===== config.mk =====
export PLATFORM = sky130hd
export DESIGN_NAME = bridge_to_mem_serializer
export DESIGN_NICKNAME = d
export VERILOG_FILES = /design/src/rtl/bridge_to_mem_serializer.sv
export SDC_FILE = /design/constraint.sdc
export NUM_CORES = 1
export LEC_CHECK = 0
export CAP_MARGIN = 10
export CORE_MARGIN = 5
export CORE_UTILIZATION = 60
export CTS_BUF_LIST = sky130_fd_sc_hd__clkbuf_4
export DETAILED_ROUTE_END_ITERATION = 6
export MAX_ROUTING_LAYER = met4
export PLACE_DENSITY_LB_ADDON = 0.12
export SLEW_MARGIN = 20
export SYNTH_ARGS = -nofsm -noshare
export SYNTH_HDL_FRONTEND = slang
export SYNTH_SLANG_ARGS = --single-unit
export TNS_END_PERCENT = 1

===== constraint.sdc =====
create_clock -name clk -period 3.99 [get_ports clk]
set_clock_uncertainty 0.15 [all_clocks]
set_input_delay 0.399 -clock clk [delete_from_list [all_inputs] [get_ports clk]]
set_output_delay 0.399 -clock clk [all_outputs]
set_load 0.05 [all_outputs]

===== src/rtl/bridge_to_mem_serializer.sv =====
// Queues 32-bit bridge writes and serialises each into 32/MEM_WIDTH memory beats
// with incrementing byte addresses and a ready/valid handshake toward memory.
module bridge_to_mem_serializer #(
    parameter int MEM_WIDTH  = 8,
    parameter int FIFO_DEPTH = 4,
    parameter int BIG_ENDIAN = 0
) (
    input  logic                 clk,
    input  logic                 reset_n,
    input  logic [31:0]          bridge_addr,
    input  logic [31:0]          bridge_wr_data,
    input  logic                 bridge_wr,
    output logic [31:0]          mem_address,
    output logic [MEM_WIDTH-1:0] mem_data,
    output logic                 mem_wr,
    input  logic                 mem_ready,
    output logic                 busy,
    output logic                 overflow
);
    localparam int BEATS = 32 / MEM_WIDTH;
    localparam int STEP  = MEM_WIDTH / 8;
    localparam int AW    = $clog2(FIFO_DEPTH);
    localparam int CW    = $clog2(BEATS + 1);

    typedef struct packed {
        logic [31:0] addr;
        logic [31:0] data;
    } entry_t;

    typedef enum logic {IDLE, ACTIVE} state_t;

    entry_t         fifo_q [FIFO_DEPTH];
    entry_t         head;
    logic [AW:0]    wr_ptr, rd_ptr;
    logic           empty, full, push, pop, accept, last;
    state_t         state, state_nxt;
    logic [31:0]    shreg, shift_nxt;
    logic [CW-1:0]  cnt;
    logic [MEM_WIDTH-1:0] chunk;

    // Extra pointer bit distinguishes full from empty when the indices match.
    assign empty = (wr_ptr == rd_ptr);
    assign full  = (wr_ptr[AW] != rd_ptr[AW]) && (wr_ptr[AW-1:0] == rd_ptr[AW-1:0]);
    assign push  = bridge_wr && !full;
    assign head  = fifo_q[rd_ptr[AW-1:0]];

    always_ff @(posedge clk) begin
        if (push) fifo_q[wr_ptr[AW-1:0]] <= '{addr: bridge_addr, data: bridge_wr_data};
    end

    always_ff @(posedge clk or negedge reset_n) begin
        if (!reset_n) begin
            wr_ptr   <= '0;
            rd_ptr   <= '0;
            overflow <= 1'b0;
        end else begin
            if (push) wr_ptr <= wr_ptr + 1'b1;
            if (pop) rd_ptr <= rd_ptr + 1'b1;
            if (bridge_wr && full) overflow <= 1'b1;
        end
    end

    always_ff @(posedge clk or negedge reset_n) begin
        if (!reset_n) state <= IDLE;
        else          state <= state_nxt;
    end

    assign last = (cnt == CW'(1));

    always_comb begin
        state_nxt = state;
        pop       = 1'b0;
        accept    = 1'b0;
        mem_wr    = 1'b0;
        case (state)
            IDLE: begin
                if (!empty) begin
                    pop       = 1'b1;
                    state_nxt = ACTIVE;
                end
            end
            ACTIVE: begin
                mem_wr = 1'b1;
                if (mem_ready) begin
                    accept = 1'b1;
                    // Chain straight into the next word so there is no idle beat.
                    if (last) begin
                        if (!empty) pop = 1'b1;
                        else        state_nxt = IDLE;
                    end
                end
            end
            default: state_nxt = IDLE;
        endcase
    end

    generate
        if (BEATS == 1) begin : g_single
            assign shift_nxt = shreg;
        end else if (BIG_ENDIAN != 0) begin : g_msb_first
            assign shift_nxt = {shreg[31-MEM_WIDTH:0], {MEM_WIDTH{1'b0}}};
        end else begin : g_lsb_first
            assign shift_nxt = {{MEM_WIDTH{1'b0}}, shreg[31:MEM_WIDTH]};
        end
        if (BIG_ENDIAN != 0) begin : g_msb_chunk
            assign chunk = shreg[31 -: MEM_WIDTH];
        end else begin : g_lsb_chunk
            assign chunk = shreg[MEM_WIDTH-1:0];
        end
    endgenerate

    // Address stays on the final beat of a word so it holds its last value when idle.
    always_ff @(posedge clk or negedge reset_n) begin
        if (!reset_n) begin
            shreg       <= '0;
            cnt         <= '0;
            mem_address <= '0;
        end else if (pop) begin
            shreg       <= head.data;
            cnt         <= CW'(BEATS);
            mem_address <= head.addr;
        end else if (accept) begin
            shreg <= shift_nxt;
            cnt   <= cnt - CW'(1);
            if (!last) mem_address <= mem_address + 32'(STEP);
        end
    end

    assign mem_data = mem_wr ? chunk : '0;
    assign busy     = !empty || (state == ACTIVE);

endmodule


After elaboration in Yosys (flattened, before gate mapping)
Memory sizes are Yosys's and may differ from the RTL's. Cells that the tools add are included.

Flip-flop bits (word level): 75. Latch bits: 0. RAM bits: 256. ROM bits: 0. Bits of input ports: 68. Output and inout port bits: 43. Word-level logic and storage cells: 46. Memories: 1.

Memories: fifo_q (words 4, width 64, read ports 1, clocked after memory_dff 0, write ports 1, line 32) `entry_t fifo_q [FIFO_DEPTH];`.

Add/subtract/negate cells: 4. $mul: 0. Divide/modulo/power cells: 0. Order comparisons: 0. Eq/ne operators: 5. Shifts and indexed selects: 0. Muxes and demuxes: 20. Bitwise logic cells: 1. Reduce and logical (&&, ||, !) cells: 8.

Operators by type and width (count): two-way mux 32 bit (5); adder 32 x 1 -> 32 bit, second input constant (1); two-way mux 1 bit (10); two-way mux 8 bit (1); adder 3 x 1 -> 3 bit, second input constant (2); two-way mux 3 bit (2); one-hot mux 1 bit (2 select lines) (2); equality test 3 x 1 -> 1 bit, second input constant (1); equality test 3 bit (1); logical AND 1 bit (3); subtractor 3 x 1 -> 3 bit, second input constant (1); equality test 2 bit (1); zero test 1 bit (2); != test 2 bit, second input constant (1); AND reduction 2 bit (1); nonzero test 2 bit (1); logical OR 1 bit (1); != test 1 bit (1); NOT 1 bit (1).

Logic depth before layout (Yosys ltp)
Gate-level depths: netlist (run 1).

Depth after elaboration: 7. Gate-level depth with buffers: 9. Depth with buffers taken out: 7.

Worst setup path before layout (run 1)
Ideal clock, no wire load.

Path kind: register -> register. Start: register wr_ptr[1]. End: memory fifo_q[3][0] (netlist bit) (enable). Setup time: 0.430 ns. Data arrival time: 2.585 ns. Slack: 0.824 ns. Cell stages (with the launch flop): 4. Path buffers: 0. Cell sequence: dfrtp_1 > xnor2_1 > a31oi_1 > and2_1.

Cells in the longest elaborated chain, start to end: 6.

RTL lines: start: declaration (line 34) `logic [AW:0] wr_ptr, rd_ptr;`; start signal: assignment (line 57) `if (push) wr_ptr <= wr_ptr + 1'b1;`; equality test 2 bit (line 43) `assign full = (wr_ptr[AW] != rd_ptr[AW]) && (wr_ptr[AW-1:0] == rd_ptr[AW-1:0]);`; logical AND 1 bit (line 43); zero test 1 bit (line 44) `assign push = bridge_wr && !full;`; logical AND 1 bit (line 44); two-way mux 1 bit (line 48) `if (push) fifo_q[wr_ptr[AW-1:0]] <= '{addr: bridge_addr, data: bridge_wr_data};`; two-way mux 1 bit (not written as such) (line 48); end: declaration (line 32).

Several ways; a longest one is shown, not always the timed one.

Worst setup path in the final report (run 1)
Start: register wr_ptr[0]. End: output busy.

Cells in the longest elaborated chain, start to end: 3.

RTL lines: equality test 3 bit (line 42) `assign empty = (wr_ptr == rd_ptr);`; zero test 1 bit (line 130) `assign busy = !empty || (state == ACTIVE);`; logical OR 1 bit (line 130); end: declaration (line 17) `output logic busy,`.

No other way between the ends.

==> results of run 1 <==
## cells by family after synthesis
kind of cell / after synthesis
buffers and inverters: 52
adders and majority gates: 8
and+or+nand+nor: 152
AOI/OAI and AO/OA: 133
muxes: 88
xor gates and xnor gates: 9
DFF: 331
## metrics by stage
step	hold WS [ns]	worst slack [ns]	instance area (um2)	total power, mW	std cells
after floorplan	-0.04659	0.8243	13280	7.938	773
after global placement	0.3110	1.047	14770	9.167	1137
after detailed placement	0.3206	0.9971	14770	9.312	1137
after CTS	0.1400	0.5474	15850	12.14	1286
after global routing	0.1638	0.4449	15850	12.67	1287
final	0.2031	0.6192	15850	12.01	1287
## final cells by class
type	count	area [um2]
Clock buffer	127	953.4
Inverter	11	41.29
Clock inverter	21	113.9
Antenna cell	1	2.502
Fill cell	1365	5972
Sequential cell	331	9569
Timing Repair Buffer	126	1287
Multi-Input combinational cell	390	3533
Tap cell	280	350.3
## worst max path at each step
stage	start	to
2_1_floorplan	wr_ptr[1]	fifo_q[3][0]
3_3_place_gp	rd_ptr[0]	mem_address[25]
3_5_place_dp	rd_ptr[0]	mem_address[7]
4_1_cts	wr_ptr[0]	busy
5_1_grt	rd_ptr[0]	busy
6_report	wr_ptr[0]	busy
## power by group
group          switching, mW  leakage (nW)  internal [mW]
logic                   2.35          1.66           1.61
registers              0.549          3.27           4.70
clock network           1.29         0.635           1.51
total                   4.18          5.57           7.82
## synthesized netlist by cell type, types with 6 or more instances
| cell type | instances | area [um2] |
|---|---|---|
| nand3_1 | 21 | 105.1 |
| mux4_2 | 64 | 1441 |
| ha_1 | 8 | 100.1 |
| nor2_1 | 20 | 75.07 |
| a22o_1 | 8 | 70.07 |
| a21oi_1 | 33 | 165.2 |
| buf_2 | 11 | 55.05 |
| a2bb2oi_1 | 6 | 52.55 |
| edfxtp_1 | 256 | 7687 |
| xnor2_1 | 7 | 61.31 |
| clkbuf_1 | 23 | 86.33 |
| inv_1 | 11 | 41.29 |
| mux2i_1 | 24 | 240.2 |
| nand4_1 | 8 | 50.05 |
| o21ai_0 | 46 | 230.2 |
| buf_1 | 7 | 26.28 |
| dfrtp_1 | 75 | 1877 |
| and2_1 | 15 | 93.84 |
| nand2_1 | 60 | 225.2 |
## sequential cells by signal, indices dropped and copies added (netlist names)
name / flops
cnt: 3
fifo_q: 256
mem_address: 32
overflow: 1
rd_ptr: 3
shreg: 32
state: 1
wr_ptr: 3
## worst max-delay path, cell delays in order (launching register included)
cell	delay [ns]
dfrtp_1	0.43
xnor2_1	0.56
and3_1	0.33
nand2_1	0.13
clkdlybuf4s50_1	0.72
## metal layers
metal | global-route usage | vias up | routed length, um
met5 | - | - | 0
met4 | 0.07704 | 0 | 525
met3 | 0.04484 | 52 | 1723
met2 | 0.3853 | 296 | 15040
met1 | 0.2916 | 3944 | 10970
li1 | - | 3467 | -
## what timing repair did
action	in CTS	in global routing
endpoints found under the hold margin	75	0
hold buffers	1	0
setup buffers	0	0
==> results.cfg, run 1 <==
[timing]
setup_viol = 0
rsz0062_at_grt = false
slew_headroom = 0.2578
min_period_ns = 3.371
finalSetupTns_ns = 0
tightest_slew_ns = 1.103
slew_violations = 0
timing.fmax_mhz = 296.7
fin_crit_sh = 0.8448
hold_viol_final = 0

[setup_path]
worstReg2RegStart = wr_ptr[0]
start_kind = flop
worstSetupPathType = flop to primary output
reg2reg_depth = 6
critPathCaptureType = primary output
worstPathMaxFanout = 6
required_ns = 3.44
cp.arrival_ns = 2.82
rrSetupSlack_ns = 0.97
worstReg2RegEnd = mem_address[7]

[synth]
synth_mux_area_frac = 0.1266
synth_compound_area_frac = 0.06388
syn_nets = 849
synth-simple-area-share = 0.06011
syn_avg_cell_area_um2 = 17.18
synth_top_family_by_area = multiplexers
synth_xor_area_frac = 0.005936
ys.warnings.count = 0
syn_area_um2 = 13280
async_flop_share = 0.2266
yosysUniqueCellTypes = 56
synth_edf_count = 256
ys_ff_latch = 331
syn_inst = 773
synthAdderAreaFrac = 0.007537
ys_seq_area_frac = 0.7202
synth_flop_cell = edfxtp_1

[clock_tree]
cts_root_buffer = clkbuf_4
cts_tree = yes
postCtsResizedCells = 0
cts_buffers = 80
clk_pin_slew_ns = 0.08
clock_latency_ns = 0.67
clk_path_buf_depth = 3
htreeDepth = 3
cts_num_sinks = 331

[place]
gp_congestion = 0.8250
io_buffers = 110
dp_hpwl_mm = 17.30

[die]
die_area_um2 = 25210
die_h_um = 158.8
dieWidth_um = 158.8
initial_core_util = 0.6085
core_um2 = 21820
pin_count = 111
rows = 54

[drt]
ant_nets = 0
num_vias = 7759
drtPass1Iterations = 6
drt_first_iter_violations = 676
wl_mm = 28.26
vias_per_cell = 6.029
drc_errors = 0
wl_per_cell_um = 21.95

[hold_path]
hold_class = input port to async pin

[layout]
area_growth_pct = 19.36
utilization = 0.7264
final_common_cell = edfxtp_1
nNetsFinal = 1016
drive_above_1_share = 0.2296
layout_common_cells = edfxtp_1 (256), clkbuf_4 (127), clkdlybuf4s50_1 (109), dfrtp_1 (73), mux4_2 (64)

[global_route]
overflow = 0
grt.total_usage = 0.2321
grt_max_degree = 76
antenna_found_initial = 1
grt_pass1_vias = 8368
grt_pass1_wl_mm = 45.06

[run]
drv_cap = 0

[run_status]
status = completed

[power]
p_leak_nw = 5.571
cellPowerDensity_nw_per_um2 = 757.4
ir_drop_v = 0.0003622
(Power assumes the default switching activity.)
==> run 2: changes to the inputs <==
==> constraint.sdc (replaced) <==
create_clock -name clk -period 3.4 [get_ports clk]
set_clock_uncertainty 0.15 [all_clocks]
set_input_delay 0.34 -clock clk [delete_from_list [all_inputs] [get_ports clk]]
set_output_delay 0.34 -clock clk [all_outputs]
set_load 0.05 [all_outputs]
==> run 2 against run 1 <==
  * Routed wire length fell by 2.6%
  * Global-route usage fell by 0.55 points
  * Cell area rose by 0.46%
  * Non-clock buffer count rose by 1
  * Utilization rose by 0.33 points
  * Register-to-register slack got worse by 0.11 ns
==> results.cfg, run 2 (synthesis results as in run 1) <==
[global_route]
grt_pass1_wl_mm = 43.93
grt_max_degree = 76
antenna_found_initial = 1
grt_pass1_vias = 8158
grt.total_usage = 0.2266
overflow = 0

[clock_tree]
clk_path_buf_depth = 3
cts_num_sinks = 331
clk_pin_slew_ns = 0.07
htreeDepth = 3
clock_latency_ns = 0.67
cts_buffers = 83
cts_tree = yes
cts_root_buffer = clkbuf_4
post_cts_buffers = 0

[die]
core_um2 = 21820
die_h_um = 158.8
die_area_um2 = 25210
dieWidth_um = 158.8
rows = 54
pin_count = 111
initial_core_util = 0.6085

[setup_path]
reg2reg_depth = 5
worstPathMaxFanout = 4
worstSetupEndpoint = busy
required_ns = 2.91
critPathTopFamily = buffers and inverters
worstReg2RegStart = mem_address[2]
path_buf_inv = 1
worstSetupPathType = flop to primary output
start_kind = flop
max_stage_delay_ns = 0.72
rrSetupSlack_ns = 0.86
cp_slowest_cell = clkdlybuf4s50_1
critPathCaptureType = primary output
crit_chain = xnor2_1 -> and3_1 -> nand2_1 -> clkdlybuf4s50_1
cp-startpoint = rd_ptr[2]
worstReg2RegEnd = mem_address[25]
cp.arrival_ns = 2.65
cp_num_cells = 4

[timing]
fin_ws_ns = 0.2578
setup_viol = 0
rsz0062_at_grt = false
timing.fmax_mhz = 318.2
min_period_ns = 3.142
slew_violations = 0
finalSetupTns_ns = 0
hold_viol_final = 0
fin_crit_sh = 0.9242
tightest_slew_ns = 1.005
slew_headroom = 0.3238

[power]
p_leak_nw = 5.617
cellPowerDensity_nw_per_um2 = 893.7
ir_drop_v = 0.0005304

[drt]
vias_per_cell = 5.974
drc_errors = 0
drtPass1Iterations = 5
num_vias = 7713
wl_per_cell_um = 21.32
wl_mm = 27.52
ant_nets = 0
drt_first_iter_violations = 505

[place]
gp_congestion = 0.8971
place_ws_ns = 0.6833
io_buffers = 110
dp_hpwl_mm = 17.36

[layout]
multi_input_area_um2 = 3541
layout_common_cells = edfxtp_1 (256), clkbuf_4 (127), clkdlybuf4s50_1 (109), dfrtp_1 (73), mux4_2 (64)
fillers = 1385
seqCellArea_um2 = 9569
area_growth_pct = 19.91
largest_reg_flops = 256
drive_above_1_share = 0.2337
final_common_cell = edfxtp_1
nNetsFinal = 1020

[run]
drv_cap = 0

[run_status]
status = completed

[hold_path]
hold_class = input port to async pin
-- run 2: cell count changes in the layout (fill, tap and decap cells not counted), sizes merged --
cell / delta
bufinv: +1
buf: +1
inv: +2
clkinv: +2
clkinvlp: -2
-- run 2: per-layer routing --
| layer | vias to the layer above | part of all wire | global-route usage |
|---|---|---|---|
| met3 | 34 | 0.062 | 0.04588 |
| met5 | - | 0 | - |
| met2 | 292 | 0.52 | 0.3728 |
| met1 | 3901 | 0.40 | 0.2864 |
| met4 | 0 | 0.017 | 0.07509 |
| li1 | 3486 | - | - |
-- run 2: worst min-delay path by stage --
stage                 endpoint  cells after the start  slack, ns
4_1_cts          fifo_q[3][32]                      1       0.09
6_report       mem_address[27]                      2       0.13
3_5_place_dp          shreg[3]                      2       0.31
3_3_place_gp            cnt[1]                      2       0.31
2_1_floorplan           cnt[0]                      0      -0.11
5_1_grt          fifo_q[3][32]                      1       0.10
-- run 2: final cells by class --
| type | count | share of cell area |
|---|---|---|
| diodes | 1 | 0.0001571 |
| clock buffers | 127 | 0.05987 |
| clock inverters | 24 | 0.009193 |
| inverters | 11 | 0.002593 |
| multi-input cells | 390 | 0.2224 |
| flip-flops and latches | 331 | 0.6009 |
| well taps | 280 | 0.02200 |
| repair buffers | 127 | 0.08290 |
-- run 2: where the power goes --
part / switching (mW) / internal, mW / total (mW)
clock: 1.50 / 1.86 / 3.35
sequential: 0.627 / 5.51 / 6.14
combinational: 2.80 / 1.94 / 4.74
total: 4.92 / 9.31 / 14.2
-- run 2: repair_timing --
item                       CTS  global route
gates resized for setup      0             1
hold buffers                 1             0
hold endpoints to repair    75             0
setup endpoints to repair    0             1
-- run 2: per-stage QoR --
step	hold slack, ns	utilization	cells	area [um2]	power (mW)
after floorplan	-0.1056	-	773	13280	9.315
after global placement	0.3101	0.6782	1138	14800	10.81
after detailed placement	0.3141	0.6782	1138	14800	10.99
after CTS	0.08938	0.7290	1290	15910	14.37
after global routing	0.1006	0.7297	1291	15920	15.01
final	0.1304	0.7297	1291	15920	14.23
==> run 3: changes to the inputs <==
--- a/config.mk
+++ b/config.mk
@@ -12,6 +12,8 @@
 export DETAILED_ROUTE_END_ITERATION = 6
 export MAX_ROUTING_LAYER = met4
 export PLACE_DENSITY_LB_ADDON = 0.12
+export RECOVER_POWER = 50
+export SKIP_CTS_REPAIR_TIMING = 1
 export SLEW_MARGIN = 20
 export SYNTH_ARGS = -nofsm -noshare
 export SYNTH_HDL_FRONTEND = slang
==> run 3 against run 2 <==
  * Worst setup slack got worse by 0.053 ns
  * Register-to-register slack worse by 0.40 ns
  * Sequential power barely moved
  * Global-route usage about the same
  * Cell area shrank 0.22%
  * Highest routed layer unchanged
  * Sequential share of layout area increased by 0.13 points
  * Combinational power decreased by 1%
  * Clock-buffer cell count unchanged
  * Critical path depth grew 1
  * Largest power group unchanged
  * The flow now finishes with violations (max-capacitance violations, max-slew violations)
==> results.cfg, run 3 (synthesis results as in run 1) <==
[setup_path]
worstReg2RegStart = wr_ptr[1]
start_kind = flop
required_ns = 2.91
critPathCaptureType = primary output
crit_chain = xnor2_1 -> clkbuf_1 -> and3_1 -> nand2_1 -> clkdlybuf4s50_1
worstSetupPathType = flop to primary output
cp_slowest_cell = clkdlybuf4s50_1
worstReg2RegEnd = fifo_q[2][25]
rrSetupSlack_ns = 0.46
reg2reg_depth = 4
cp.arrival_ns = 2.71
max_stage_delay_ns = 0.72
critPathTopFamily = buffers and inverters
worstPathMaxFanout = 5
path_buf_inv = 2

[global_route]
overflow = 0
grt_pass1_vias = 8155
grt.total_usage = 0.2266
antenna_found_initial = 3
grt_pass1_wl_mm = 43.92
grt_max_degree = 76

[die]
dieWidth_um = 158.8
initial_core_util = 0.6085
core_um2 = 21820
pin_count = 111
rows = 54
die_area_um2 = 25210
die_h_um = 158.8

[place]
post_dp_cell_area_um2 = 14800
dp_hpwl_mm = 17.36
io_buffers = 110
gp_congestion = 0.8971
dpl.cell_count = 1138

[timing]
slew_headroom = -0.3316
min_period_ns = 3.195
hold_viol_final = 0
tightest_slew_ns = 1.997
setup_viol = 0
timing.fmax_mhz = 313.0
finalSetupTns_ns = 0
rsz0062_at_grt = false
fin_crit_sh = 0.9398
whs_ns = 0.2168
slew_violations = 76

[layout]
finalNonFillerCells = 1292
final_cell_area_um2 = 15890
multi_input_area_um2 = 3528
area_growth_pct = 19.64
seqCellArea_um2 = 9569
layout_common_cells = edfxtp_1 (256), clkbuf_4 (127), dfrtp_1 (73), dlygate4sd3_1 (65), mux4_2 (64)
largest_reg_flops = 256
utilization = 0.7281
fillers = 1388
drive_above_1_share = 0.2317
nNetsFinal = 1020
final_common_cell = edfxtp_1

[hold_path]
hold_class = input port to flop
min-delay-start = bridge_addr[3]
hold_path_depth = 1
hold_end = fifo_q[3][35]

[clock_tree]
htreeDepth = 3
cts_tree = yes
clock_latency_ns = 0.67
cts_buffers = 83
clk_pin_slew_ns = 0.07
cts_num_sinks = 331
cts_root_buffer = clkbuf_4
clk_path_buf_depth = 3

[power]
p_comb_frac = 0.330
p_clk_frac = 0.236
p_leak_nw = 5.623
seqPwrFrac = 0.433
switching_share = 0.3462
ir_drop_v = 0.0005294
internal_power_mw = 9.276
cellPowerDensity_nw_per_um2 = 892.9
p_switching_mw = 4.912

[drt]
wl_met3_mm = 1.684
vias_per_cell = 5.961
drtPass1Iterations = 5
drt_first_iter_violations = 479
wl_met2_mm = 14.37
num_vias = 7702
ant_nets = 0
wirelength_met1_mm = 10.97
drc_errors = 0
wl_mm = 27.54
highest_layer = met4
wl_per_cell_um = 21.31

[run_status]
violations = max-capacitance violations, max-slew violations
status = finished, violations left

[run]
drv_cap = 1
-- run 3: through the flow --
stage | power, mW | setup slack [ns]
global placement | 10.81 | 0.7572
CTS | 14.37 | 0.06639
global route | 14.96 | 0.08840
finish | 14.19 | 0.2047
detailed placement | 10.99 | 0.6833
floorplan | 9.315 | 0.2343
-- run 3: how the worst max path moves through the flow --
stage                          from       endpoint  slack, ns  depth (start not counted)
after floorplan           wr_ptr[1]   fifo_q[3][0]       0.23                          3
after global placement    bridge_wr  fifo_q[3][29]       0.76                          5
after detailed placement  bridge_wr  fifo_q[1][63]       0.68                          5
after CTS                 wr_ptr[1]           busy       0.07                          4
after global routing      rd_ptr[0]           busy       0.09                          5
final                     rd_ptr[0]           busy       0.20                          5
-- run 3: power by group through the flow --
stage | sequential (mW) | combinational, mW | clock (mW)
after global placement | 6.12 | 4.68 | 0
after global routing | 6.24 | 5.02 | 3.69
after detailed placement | 6.21 | 4.78 | 0
after floorplan | 6.71 | 2.61 | 0
final | 6.15 | 4.69 | 3.35
after CTS | 6.13 | 4.79 | 3.45
-- run 3: layout make-up --
type                    instances  area share
flip-flops and latches        331      0.6023
diodes                          2   0.0003150
clock buffers                 127     0.06000
multi-input cells             390      0.2221
inverters                      11    0.002599
repair buffers                127     0.08150
clock inverters                24    0.009213
well taps                     280     0.02205
-- run 3: per-layer routing --
metal / GRT usage / up-vias
met5: - / -
met4: 0.07509 / 0
met3: 0.04588 / 43
met2: 0.3728 / 311
met1: 0.2862 / 3869
li1: - / 3479
